**src/rtl/div_unit.sv**
```systemverilog
// Iterative radix-2 restoring divider for RV32M DIV/DIVU/REM/REMU.
// Optional macro DIV_FAST_SPECIAL_EN: divide-by-zero and signed overflow finish one edge after start.
module div_unit #(
  parameter int XLEN = 32
) (
  input  logic            clk,
  input  logic            rst,
  input  logic            start,
  input  logic [1:0]      op,
  input  logic [XLEN-1:0] dividend,
  input  logic [XLEN-1:0] divisor,
  input  logic            flush,
  output logic            busy,
  output logic            done,
  output logic [XLEN-1:0] result
);

  localparam logic [XLEN-1:0] MinNeg   = {1'b1, {(XLEN-1){1'b0}}};
  localparam logic [5:0]      LastStep = 6'(XLEN);

  typedef enum logic [1:0] {IDLE, CALC, DONE} state_t;

  state_t          state_q, state_d;
  logic [5:0]      count_q, count_d;
  logic [XLEN-1:0] quo_q, quo_d;
  logic [XLEN-1:0] rem_q, rem_d;
  logic [XLEN-1:0] divisor_q, divisor_d;
  logic [XLEN-1:0] origDividend_q, origDividend_d;
  logic [XLEN-1:0] result_q, result_d;
  logic            negQuot_q, negQuot_d;
  logic            negRem_q, negRem_d;
  logic            opRem_q, opRem_d;
  logic            divZero_q, divZero_d;
  logic            overflow_q, overflow_d;
  logic            done_q, done_d;

  logic            signedOp, dividendNeg, divisorNeg;
  logic [XLEN:0]   shifted;
  logic [XLEN-1:0] quoFinal, remFinal;

  always_ff @(posedge clk) begin
    if (rst) begin
      state_q        <= IDLE;
      count_q        <= '0;
      quo_q          <= '0;
      rem_q          <= '0;
      divisor_q      <= '0;
      origDividend_q <= '0;
      result_q       <= '0;
      negQuot_q      <= 1'b0;
      negRem_q       <= 1'b0;
      opRem_q        <= 1'b0;
      divZero_q      <= 1'b0;
      overflow_q     <= 1'b0;
      done_q         <= 1'b0;
    end else begin
      state_q        <= state_d;
      count_q        <= count_d;
      quo_q          <= quo_d;
      rem_q          <= rem_d;
      divisor_q      <= divisor_d;
      origDividend_q <= origDividend_d;
      result_q       <= result_d;
      negQuot_q      <= negQuot_d;
      negRem_q       <= negRem_d;
      opRem_q        <= opRem_d;
      divZero_q      <= divZero_d;
      overflow_q     <= overflow_d;
      done_q         <= done_d;
    end
  end

  // Magnitudes are divided unsigned; signs are restored on the final edge.
  always_comb begin
    state_d        = state_q;
    count_d        = count_q;
    quo_d          = quo_q;
    rem_d          = rem_q;
    divisor_d      = divisor_q;
    origDividend_d = origDividend_q;
    result_d       = result_q;
    negQuot_d      = negQuot_q;
    negRem_d       = negRem_q;
    opRem_d        = opRem_q;
    divZero_d      = divZero_q;
    overflow_d     = overflow_q;
    done_d         = 1'b0;

    signedOp    = ~op[0];
    dividendNeg = signedOp & dividend[XLEN-1];
    divisorNeg  = signedOp & divisor[XLEN-1];
    shifted     = {rem_q, quo_q[XLEN-1]};
    quoFinal    = negQuot_q ? -quo_q : quo_q;
    remFinal    = negRem_q ? -rem_q : rem_q;

    case (state_q)
      IDLE, DONE: begin
        if (start && !flush) begin
          state_d        = CALC;
          count_d        = '0;
          rem_d          = '0;
          quo_d          = dividendNeg ? -dividend : dividend;
          divisor_d      = divisorNeg ? -divisor : divisor;
          origDividend_d = dividend;
          negQuot_d      = dividendNeg ^ divisorNeg;
          negRem_d       = dividendNeg;
          opRem_d        = op[1];
          divZero_d      = (divisor == '0);
          overflow_d     = signedOp && (dividend == MinNeg) && (divisor == '1);
`ifdef DIV_FAST_SPECIAL_EN
          if ((divisor == '0) || (signedOp && (dividend == MinNeg) && (divisor == '1)))
            count_d = LastStep;
`endif
        end
      end
      CALC: begin
        if (flush) begin
          state_d = IDLE;
        end else if (count_q == LastStep) begin
          // Special cases override whatever the datapath accumulated.
          if (divZero_q) begin
            quoFinal = '1;
            remFinal = origDividend_q;
          end else if (overflow_q) begin
            quoFinal = MinNeg;
            remFinal = '0;
          end
          result_d = opRem_q ? remFinal : quoFinal;
          done_d   = 1'b1;
          state_d  = DONE;
        end else begin
          count_d = count_q + 6'd1;
          if (shifted >= {1'b0, divisor_q}) begin
            rem_d = shifted[XLEN-1:0] - divisor_q;
            quo_d = {quo_q[XLEN-2:0], 1'b1};
          end else begin
            rem_d = shifted[XLEN-1:0];
            quo_d = {quo_q[XLEN-2:0], 1'b0};
          end
        end
      end
      default: state_d = IDLE;
    endcase
  end

  assign busy   = (state_q == CALC);
  assign done   = done_q;
  assign result = result_q;

endmodule

```
**config.mk**
```make
export PLATFORM = sky130hd
export DESIGN_NAME = div_unit
export DESIGN_NICKNAME = d
export VERILOG_FILES = /design/src/rtl/div_unit.sv
export SDC_FILE = /design/constraint.sdc
export NUM_CORES = 1
export LEC_CHECK = 0
export ABC_CLOCK_PERIOD_IN_PS = 3460
export CORE_MARGIN = 5
export CORE_UTILIZATION = 41
export CTS_CLUSTER_DIAMETER = 60
export CTS_CLUSTER_SIZE = 20
export DETAILED_ROUTE_END_ITERATION = 8
export DONT_BUFFER_PORTS = 1
export PLACE_DENSITY_LB_ADDON = 0.3
export RECOVER_POWER = 25
export SLEW_MARGIN = 15
export SYNTH_ARGS = -nofsm -noshare
export SYNTH_HDL_FRONTEND = slang
export SYNTH_SLANG_ARGS = --single-unit
```
**constraint.sdc**
```tcl
create_clock -name clk -period 3.46 [get_ports clk]
set_input_delay 0.692 -clock clk [delete_from_list [all_inputs] [get_ports clk]]
set_output_delay 0.692 -clock clk [all_outputs]
set_load 0.01 [all_outputs]
```
==> metrics.cfg <==
[clock_network]
clk_pin_slew_ps = 70
clk-insertion-delay-late_ps = 430
cts_setup_buffers = 0
cts_root_buf = clkbuf_16
clkSinkCount = 174
cts_resized = 0
htreeDepth = 4
cts-buffers-inserted = 17
hold_buffers = 0
cts_tree = built
clk_path_buf_depth = 2

[routing]
drt_wl_total_um = 35720
drtIter0Drc = 941
viasPerCell = 5.986
avgRoutedWirePerCell_um = 19.18
first_pass_iters = 7
drc = 0
vias = 11146
ant_nets = 0

[die]
io_pins = 104
fp.coreArea_sq_um = 27860
start_util_pct = 41.72
dieArea_sq_um = 31820
die-width_um = 178.4
rows = 61
die_h_um = 178.4

[worst_setup_path]
crit_type = flip-flop to flip-flop
worstPathCellList = inv_1, ha_1, inv_1, fa_1, a211o_1, a21o_1, a311oi_1, o21ai_0, a221oi_1, o221ai_1, xnor2_1, o21ai_0
critical-path-max-stage-delay_ps = 440
r2r_slack_ps = 260
worst-path-buf-inv = 2
cp_slowest_cell = a221oi_1
worstPathRequired_ps = 3780
cp_max_fo = 3
reg2regPathDepth = 12
end_kind = flip-flop
critPathLaunch = quo_q[31]$_SDFFE_PP0P_
worstPathArrival_ps = 3510
crit_family = compound AO/OA/AOI/OAI gates
cp.depth = 12
cp-start-kind = flip-flop
rr_startpoint = quo_q[31]$_SDFFE_PP0P_

[global_route]
grt_pass1_wl_um = 56980
grt_max_degree = 143
grt_antenna_before_repair = 0
grt_pass1_vias = 10571
grt-ovfl-total = 0
grt_usage_pct = 22.25

[logic_synthesis]
synth_top_family_by_area = compound AO/OA/AOI/OAI gates
synth_compound_area_share_pct = 25.87
synthMuxAreaShare_pct = 2.530
ys_warn_count = 0
postSynthAreaPerCell_sq_um = 7.713
ys_ff_latch = 174
synth_area_leaders = dfxtp_1, nand2_1, xor2_1
synth_xor_area_share_pct = 11.00
synth-edff-count = 0
yosys.area_share.simple_pct = 21.02
synth.distinct_cells = 84
synth_area_leader_cell = dfxtp_1
ys_seq_area_share_pct = 29.97
synthCells = 1507
netlist_area_sq_um = 11620
synth_top_area_share_pct = 29.97
synth_ff_type = dfxtp_1
async_flop_share_pct = 0
synth-adder-area-share_pct = 4.370
synth.net_count = 1617

[timing]
fin_setup_tns_ps = 0
rsz0062_at_grt = false
finalHoldViolCount = 0
tightest_slew_ps = 1227
clock_skew_ps = 18.40
setup_viol = 0
max_slew_margin_pct = 18.21
slew_viol_final = 0
layout_min_cycle_time_ps = 3197
finalCritPeriodShare_pct = 92.40
timing.fmax_ghz = 0.3128

[pwr]
vdd_ir_drop_max_uv = 352.4
power.density_nw_per_um2 = 379.9
switching_power_mw = 1.420
pwr-share-clk_pct = 38.6
seqPwrFrac_pct = 44.4
p_int_mw = 3.379
swShare_pct = 29.59
p_comb_share_pct = 16.9
leakage_nw = 4.636

[final_layout]
nets = 1581
synthToLayoutAreaGrowth_pct = 8.676
diodes = 0
finalInstanceArea_sq_um = 12630
drive_gt1_share_pct = 7.210
final_common_cell = nand2_1
n_fill_cell = 2818
final_cell_mix = nand2_1, dfxtp_1, nor2_1, a21oi_1, o21ai_0

[placement]
postPlaceCellArea_sq_um = 12100
gp_congestion = 0.9220
dp_hpwl_um = 27040
portBuffers = 0

[worst_hold_path]
hold_path.startpoint = rst
hold_class = input port to flip-flop
whs_path_depth = 1

[run]
max-cap-violations = 0

[status]
status = finished clean

## per-stage QoR
stage	hold slack [ps]	utilization, %	cells	power, mW	setup slack, ps
5_1_grt	316.0	45.34	1862	5.005	128.5
4_1_cts	330.5	45.44	1862	4.824	302.3
3_3_place_gp	438.0	43.44	1830	2.971	361.5
6_report	347.1	45.34	1862	4.799	263.1
2_1_floorplan	431.9	-	1507	2.793	567.1
3_5_place_dp	443.1	43.44	1830	2.979	315.8
## cell families after synthesis
group                      Yosys count
AOI/OAI and AO/OA                  444
buffers and inverters              159
muxes                               29
DFF                                174
and+or+nand+nor                    515
xor gates and xnor gates           146
adders and majority gates           40
## cell type report
class | count | area (sq um) | share of cell area, %
clock buffers | 20 | 456.7 | 3.615
clock inverters | 12 | 100.1 | 0.7924
inverters | 61 | 229.0 | 1.813
multi-input cells | 1174 | 7562 | 59.87
flip-flops and latches | 174 | 3483 | 27.58
well taps | 378 | 473.0 | 3.744
repair buffers | 43 | 327.8 | 2.595
## registers in the layout, summed over array words and instances (netlist names)
register and cells:
negQuot_q 1, done 1, count_q 6, origDividend_q 32, result 32, quo_q 32
negRem_q 1, divisor_q 32, divZero_q 1, rem_q 32, opRem_q 1, overflow_q 1
state_q 2
## Yosys cell counts (all sizes together) (9+ instances only)
master	n
a211oi	33
a21o	17
a21oi	118
a221o	10
a221oi	10
a222oi	26
a311oi	10
and3	14
buf	12
clkbuf	86
dfxtp	174
ha	39
inv	60
mux2i	26
nand2	200
nand2b	12
nand3	22
nand4	15
nor2	131
nor3	40
nor4	17
o21ai	111
o221ai	9
o31ai	21
o41ai	14
or3	17
or4	14
xnor2	69
xor2	77
## power groups by stage
stage	Clock [mW]	Combinational (mW)	Sequential [mW]
after floorplan	0	0.639	2.15
after detailed placement	0	0.801	2.18
after CTS	1.89	0.806	2.13
final	1.85	0.812	2.13
after global placement	0	0.795	2.18
after global routing	1.97	0.893	2.14
## path summary, 6_finish.rpt
path,to
hold reg to reg,origDividend_q[7]$_SDFFE_PP0P_
setup reg to reg,rem_q[28]$_SDFFE_PP0P_
hold / removal,result[31]$_SDFFE_PP0P_
setup / recovery,rem_q[28]$_SDFFE_PP0P_
## routing by layer
metal	up-vias	part of all wire, %	global-route usage (%)
met5	-	0	0
met4	0	2.3	5.820
met3	54	8.3	5.553
met2	391	45	34.71
met1	5315	45	30.75
li1	5386	-	-
Note: power is estimated with default switching activity, not from simulation.
